File: config.mk
export PLATFORM = sky130hd
export DESIGN_NAME = inst_fetch
export DESIGN_NICKNAME = d
export VERILOG_FILES = /design/src/rtl/inst_fetch_pkg.sv /design/src/rtl/inst_fetch.sv
export SDC_FILE = /design/constraint.sdc
export NUM_CORES = 1
export LEC_CHECK = 0
export BUFFER_PORTS_ARGS = -buffer_cell sky130_fd_sc_hd__buf_2
export CORE_MARGIN = 3
export CORE_UTILIZATION = 45
export CTS_BUF_LIST = sky130_fd_sc_hd__clkbuf_16
export CTS_CLUSTER_SIZE = 40
export DETAILED_ROUTE_END_ITERATION = 8
export GPL_ROUTABILITY_DRIVEN = 1
export PLACE_DENSITY = 0.71
export SKIP_CTS_REPAIR_TIMING = 1
export SYNTH_ARGS = -nofsm -noshare
export SYNTH_HDL_FRONTEND = slang
export SYNTH_SLANG_ARGS = --single-unit
File: constraint.sdc
create_clock -name clk -period 3 [get_ports clk]
set_input_delay 0.6 -clock clk [delete_from_list [all_inputs] [get_ports clk]]
set_output_delay 0.6 -clock clk [all_outputs]
set_load 0.01 [all_outputs]
File: src/rtl/inst_fetch_pkg.sv
// Shared fetch-stage definitions: bus widths, enable levels, FSM encoding
// and the request timeout test.
package inst_fetch_pkg;

    localparam int INST_ADDR_W = 32;
    localparam int INST_W      = 32;
    localparam int TMO_W       = 8;

    localparam logic [INST_W-1:0] ZERO_WORD   = '0;
    localparam logic              CHIP_ENABLE = 1'b1;
    localparam logic              RST_ENABLE  = 1'b1;

    typedef enum logic [1:0] {
        FETCH_IDLE  = 2'd0,
        FETCH_WAIT  = 2'd1,
        FETCH_HOLD  = 2'd2,
        FETCH_DRAIN = 2'd3
    } fetch_state_e;

    // True when the current unacknowledged cycle is the last one allowed.
    function automatic logic tmo_expired(input logic [TMO_W-1:0] cnt,
                                         input logic [TMO_W-1:0] limit);
        return ({1'b0, cnt} + {{TMO_W{1'b0}}, 1'b1}) >= {1'b0, limit};
    endfunction

endpackage

File: src/rtl/inst_fetch.sv
// Instruction fetch stage: one outstanding ROM request, a single-entry
// instruction buffer and a stall request towards the pipeline controller.
module inst_fetch
    import inst_fetch_pkg::*;
#(
    parameter logic [TMO_W-1:0] TIMEOUT_CYC = 8'd255
) (
    input  logic                   clk,
    input  logic                   rst,
    input  logic [INST_ADDR_W-1:0] pc_i,
    input  logic                   ce_i,
    input  logic                   flush,
    input  logic                   rom_ack_i,
    input  logic [INST_W-1:0]      rom_data_i,
    output logic                   rom_ce_o,
    output logic [INST_ADDR_W-1:0] rom_addr_o,
    output logic [INST_ADDR_W-1:0] if_pc_o,
    output logic [INST_W-1:0]      if_inst_o,
    output logic                   stallreq_o,
    output logic                   fetch_err_o
);

    fetch_state_e           state_reg;
    logic                   rom_ce_reg;
    logic [INST_ADDR_W-1:0] rom_addr_reg;
    logic [INST_W-1:0]      inst_buf_reg;
    logic [INST_ADDR_W-1:0] buf_pc_reg;
    logic [TMO_W-1:0]       tmo_cnt_reg;
    logic                   fetch_err_reg;

    logic fetch_en;
    logic fetch_valid;
    logic tmo_hit;

    assign fetch_en = (ce_i == CHIP_ENABLE);
    assign tmo_hit  = tmo_expired(tmo_cnt_reg, TIMEOUT_CYC);

    always_ff @(posedge clk) begin
        if (rst == RST_ENABLE) begin
            state_reg     <= FETCH_IDLE;
            rom_ce_reg    <= 1'b0;
            rom_addr_reg  <= ZERO_WORD;
            inst_buf_reg  <= ZERO_WORD;
            buf_pc_reg    <= ZERO_WORD;
            tmo_cnt_reg   <= '0;
            fetch_err_reg <= 1'b0;
        end else begin
            fetch_err_reg <= 1'b0;
            case (state_reg)
                FETCH_IDLE: begin
                    // Acks arriving here belong to an abandoned request.
                    if (fetch_en && !flush) begin
                        rom_addr_reg <= pc_i;
                        rom_ce_reg   <= 1'b1;
                        tmo_cnt_reg  <= '0;
                        state_reg    <= FETCH_WAIT;
                    end
                end
                FETCH_WAIT: begin
                    if (rom_ack_i) begin
                        rom_ce_reg <= 1'b0;
                        if (flush) begin
                            state_reg <= FETCH_IDLE;
                        end else begin
                            inst_buf_reg <= rom_data_i;
                            buf_pc_reg   <= rom_addr_reg;
                            state_reg    <= FETCH_HOLD;
                        end
                    end else if (tmo_hit) begin
                        rom_ce_reg    <= 1'b0;
                        fetch_err_reg <= 1'b1;
                        state_reg     <= FETCH_IDLE;
                    end else if (flush || !fetch_en) begin
                        // The memory still owes us a beat; keep the request up.
                        tmo_cnt_reg <= '0;
                        state_reg   <= FETCH_DRAIN;
                    end else begin
                        tmo_cnt_reg <= tmo_cnt_reg + 1'b1;
                    end
                end
                FETCH_DRAIN: begin
                    if (rom_ack_i) begin
                        rom_ce_reg <= 1'b0;
                        state_reg  <= FETCH_IDLE;
                    end else if (tmo_hit) begin
                        rom_ce_reg    <= 1'b0;
                        fetch_err_reg <= 1'b1;
                        state_reg     <= FETCH_IDLE;
                    end else begin
                        tmo_cnt_reg <= tmo_cnt_reg + 1'b1;
                    end
                end
                FETCH_HOLD: begin
                    if (flush || !fetch_en) begin
                        state_reg <= FETCH_IDLE;
                    end else if (pc_i != buf_pc_reg) begin
                        rom_addr_reg <= pc_i;
                        rom_ce_reg   <= 1'b1;
                        tmo_cnt_reg  <= '0;
                        state_reg    <= FETCH_WAIT;
                    end
                end
                default: begin
                    rom_ce_reg <= 1'b0;
                    state_reg  <= FETCH_IDLE;
                end
            endcase
        end
    end

    // The buffer only serves the pipeline while the PC still points at it.
    assign fetch_valid = (state_reg == FETCH_HOLD) && (pc_i == buf_pc_reg);

    assign stallreq_o  = fetch_valid ? 1'b0 : fetch_en;
    assign if_pc_o     = fetch_valid ? buf_pc_reg : ZERO_WORD;
    assign if_inst_o   = fetch_valid ? inst_buf_reg : ZERO_WORD;
    assign rom_ce_o    = rom_ce_reg;
    assign rom_addr_o  = rom_addr_reg;
    assign fetch_err_o = fetch_err_reg;

endmodule

Word level (Yosys, flattened, before mapping)

Cells that the tools add are included.

Word-level logic and storage cells: 75
Output and inout port bits: 99
Flip-flop bits (word level): 108
Bits of input ports: 69

Reductions and logical operators: 14
Magnitude comparators: 1
Add/subtract/negate cells: 2
Muxes and demuxes: 33
Bitwise operators: 2
Equality and inequality tests: 16

Operator list:

| kind                                                                  | number |
|---|---|
| 32-bit 2-to-1 mux                                                     | 5 |
| 8-bit 2-to-1 mux                                                      | 8 |
| 32-bit one-hot mux with 2 select lines                                | 1 |
| 32-bit equality test                                                  | 1 |
| 32-bit != test                                                        | 1 |
| 8-bit one-hot mux with 4 select lines                                 | 1 |
| 2-bit 2-to-1 mux                                                      | 9 |
| 2-bit != test, second input constant                                  | 7 |
| 4-bit AND reduction                                                   | 3 |
| 8-bit by 1-bit adder with 9-bit output, second input constant         | 1 |
| 9-bit by 8-bit >= comparator with 1-bit output, second input constant | 1 |
| 8-bit by 1-bit adder with 8-bit output, second input constant         | 1 |
| 2-bit one-hot mux with 4 select lines                                 | 1 |
| 1-bit 2-to-1 mux                                                      | 7 |
| 7-bit AND reduction                                                   | 1 |
| 3-bit != test, second input constant                                  | 2 |
| 2-bit equality test, second input constant                            | 2 |
| 4-bit != test, second input constant                                  | 1 |
| 3-bit by 1-bit != test with 1-bit output, second input constant       | 1 |
| 1-bit one-hot mux with 3 select lines                                 | 1 |
| 3-bit AND reduction                                                   | 1 |
| 3-bit OR reduction                                                    | 1 |
| 2-bit by 1-bit equality test with 1-bit output, second input constant | 1 |
| 1-bit logical AND                                                     | 2 |
| 6 further kinds                                                       | 8 |

Longest topological paths before layout

Word-level depth: 6
Gate-level depth with buffers: 9
Mapped depth without buffers: 8

Least setup slack after synthesis

Ideal clock, no wire load.

Path type: input to output
Start point: in pc_i[2]
End point: out if_inst_o[0]
Arrival time: 1.990 ns
Cell stages on the path: 8
Slack: 0.410 ns
Required time: 2.400 ns
Path through: xnor2_1 -> nand4_1 -> nor4_4 -> nand4_1 -> nor2_1 -> clkbuf_2 -> clkbuf_2 -> and2_1

Longest elaborated chain between the ends: 3

RTL lines:

| element              | RTL line          | text |
|---|---|---|
| start: declaration   | inst_fetch.sv:10  | `input logic [INST_ADDR_W-1:0] pc_i,` |
| 32-bit equality test | inst_fetch.sv:112 | `assign fetch_valid = (state_reg == FETCH_HOLD) && (pc_i == buf_pc_reg);` |
| 1-bit logical AND    | inst_fetch.sv:112 |  |
| 32-bit 2-to-1 mux    | inst_fetch.sv:116 | `assign if_inst_o = fetch_valid ? inst_buf_reg : ZERO_WORD;` |
| end: declaration     | inst_fetch.sv:18  | `output logic [INST_W-1:0] if_inst_o,` |

Every way passes these cells.

Final worst setup path

Start point: in pc_i[26]
End point: out if_pc_o[2]

Longest elaborated chain between the ends: 3

RTL lines:

| element              | RTL line          | text |
|---|---|---|
| 32-bit equality test | inst_fetch.sv:112 |  |
| 1-bit logical AND    | inst_fetch.sv:112 |  |
| 32-bit 2-to-1 mux    | inst_fetch.sv:115 | `assign if_pc_o = fetch_valid ? buf_pc_reg : ZERO_WORD;` |
| end: declaration     | inst_fetch.sv:17  | `output logic [INST_ADDR_W-1:0] if_pc_o,` |

Every way passes these cells.

==> reports/metrics.cfg <==
[placement]
portBuffers=167
gp_congestion=0.904
hpwl_um=10200
dp_cells=909

[hold_path]
min-delay-path-class=flip-flop to flip-flop

[sta]
rsz0062_at_grt=true
period_needed_ns=2.96
setup_violations=0
worst_pin_slew_ns=0.767
period_share=0.985
slew_headroom=0.489
fin_skew_ns=0.00725
fmax_mhz=338
hold_viol_final=0
hold_slack_ns=0.454
drv_slew=0

[die]
num_io_pins=168
start_util=0.464
fp-row-count=38
dieArea_um2=12600
die_w_um=112
core_area_um2=10900
die_h_um=112

[finish]
final_nets=858
syn_to_final_growth_pct=31.7
fin_util=0.611
fillerInstances=999
regArea_um2=2170
final_cells=932
diodes=0
multi_input_area_um2=2810
drive_gt1_frac=0.313

[synthesis]
synth_top_area_frac=0.426
ys_seq_area_frac=0.426
synth_async_sr_flop_share=0
synth_enable_flop_cells=0
synthesis.area_um2=5070
netlist_instances=630
avgSynthCellArea_um2=8.05
yosys.area.top_type=dfxtp_1
synth_cell_types=35
syn-num-nets=701
synth_commonest_cells=nand2_1 (134), dfxtp_1 (108), a21oi_1 (67)
synth_flop_cell=dfxtp_1
synth.most_common_cell=nand2_1
ys_ff_latch=108
yosysWarnings=0
synth_top_cells_by_area=dfxtp_1 (43%), nand2_1 (9.9%), and2_1 (8.1%)

[global_routing]
antenna_found_initial=0
use_met1=0.292
overflow=0
use_met3=0.0334
grt_max_degree=69
grt_pass1_vias=4652
grt_pass1_wl_um=23000
use_met2=0.375
busiest_layer=met2
gr-usage-all-layers=0.224

[detailed_routing]
postRouteWirelength_um=15700
via_per_inst=5.40
ant_nets=0
drtPass1Iterations=5
drc=0
vias=5029
drt-initial-drc-count=382
wl_per_cell_um=16.8

[power_and_ir_drop]
seq_power_share=0.527
p_int_mw=2.13
p_per_area_nw_per_um2=423
p_clk_frac=0.380
vdd_drop_max_mv=0.270
p_sw_mw=0.695
power_mw=2.82
p_leak_nw=2.73
swShare=0.246
comb_power_share=0.093

[job]
drv_cap=0

[clocking]
root_buffer=clkbuf_16
h-tree-depth=3
clock_sinks=108
clockBufferDepth=2
cts_tree=built
cts_buffers=9
clkLatencyLatePin_ns=0.34
clk_pin_slew_ns=0.06

[worst_setup_path]
crit_arrival_ns=2.36
crit_type=input port to output port
cp-start-kind=input port
crit_path_end_kind=output port
worstPathRequired_ns=2.40
path_max_fanout=7

[status]
status=finished, final reports clean

area by class of cell:
class / instances / share of cell area
multi-input combinational: 464 / 0.420
sequential: 108 / 0.325
timing repair buffer: 193 / 0.184
clock buffer: 9 / 0.0337
tap: 140 / 0.0262
inverter: 11 / 0.00618
clock inverter: 7 / 0.00506
power groups by stage:
stage	registers [mW]	clock network, mW	logic (mW)
floorplan	1.53	0	0.123
global placement	1.52	0	0.246
detailed placement	1.52	0	0.251
CTS	1.49	1.09	0.251
global route	1.49	1.14	0.283
finish	1.49	1.07	0.263
per-stage QoR:
stage | setup slack [ns] | cell area [um2] | TNS [ns]
final | 0.0439 | 6680 | 0
after CTS | -0.118 | 6300 | -4.42
after global routing | -0.0505 | 6680 | -2.08
after floorplan | 0.410 | 5070 | 0
after global placement | -0.0869 | 6040 | -2.35
after detailed placement | -0.103 | 6040 | -3.51
cell families after synthesis:
family                     count (synthesis)  synth area share
buffers and inverters                     58            0.0503
AOI/OAI and AO/OA                        117             0.126
xor gates and xnor gates                  34            0.0587
and+or+nand+nor                          311             0.334
adders and majority gates                  2           0.00493
DFF                                      108             0.426
worst max-delay path, stage by stage:
cell	delay, ns
buf_2	0.13
xnor2_2	0.23
nand4_1	0.24
nor4_4	0.21
nand4_1	0.19
nor2_4	0.18
buf_12	0.16
clkbuf_16	0.17
and2_4	0.15
buf_6	0.10
placed cells by master (no fill, tap or decap), types with 4 or more instances in the layout:
master,Yosys,layout
clkbuf_16,0,12
buf_4,0,22
xnor2_1,31,23
o21ai_1,32,32
dfxtp_1,108,102
nand2_1,134,134
buf_2,0,148
nand4b_1,32,32
nand2b_1,33,33
and2_1,66,50
nor2_1,11,9
inv_1,11,11
nand3_1,6,6
o211ai_1,4,4
buf_6,4,17
and2_4,0,16
nor2b_1,4,4
a21oi_1,67,67
xnor2_2,0,5
nand4_1,13,13
dfxtp_2,0,6
o21ai_0,6,6
per-layer routing:
layer / wire, um / share of wire
met1: 6570 / 0.42
met2: 7850 / 0.50
met3: 920 / 0.059
met4: 323 / 0.021
met5: 0 / 0
path summary, 6_finish.rpt:
kind | startpoint | to | slack (ns) | depth (start not counted)
worst max-delay path | pc_i[26] | if_pc_o[2] | 0.04 | 10
worst max register to register | tmo_cnt_reg[0]$_SDFFE_PP0P_ | tmo_cnt_reg[5]$_SDFFE_PP0P_ | 0.70 | 8
worst min register to register | inst_buf_reg[1]$_SDFFE_PP0P_ | inst_buf_reg[1]$_SDFFE_PP0P_ | 0.45 | 2
worst min-delay path | inst_buf_reg[1]$_SDFFE_PP0P_ | inst_buf_reg[1]$_SDFFE_PP0P_ | 0.45 | 2
Note: power is estimated with default switching activity, not from simulation.
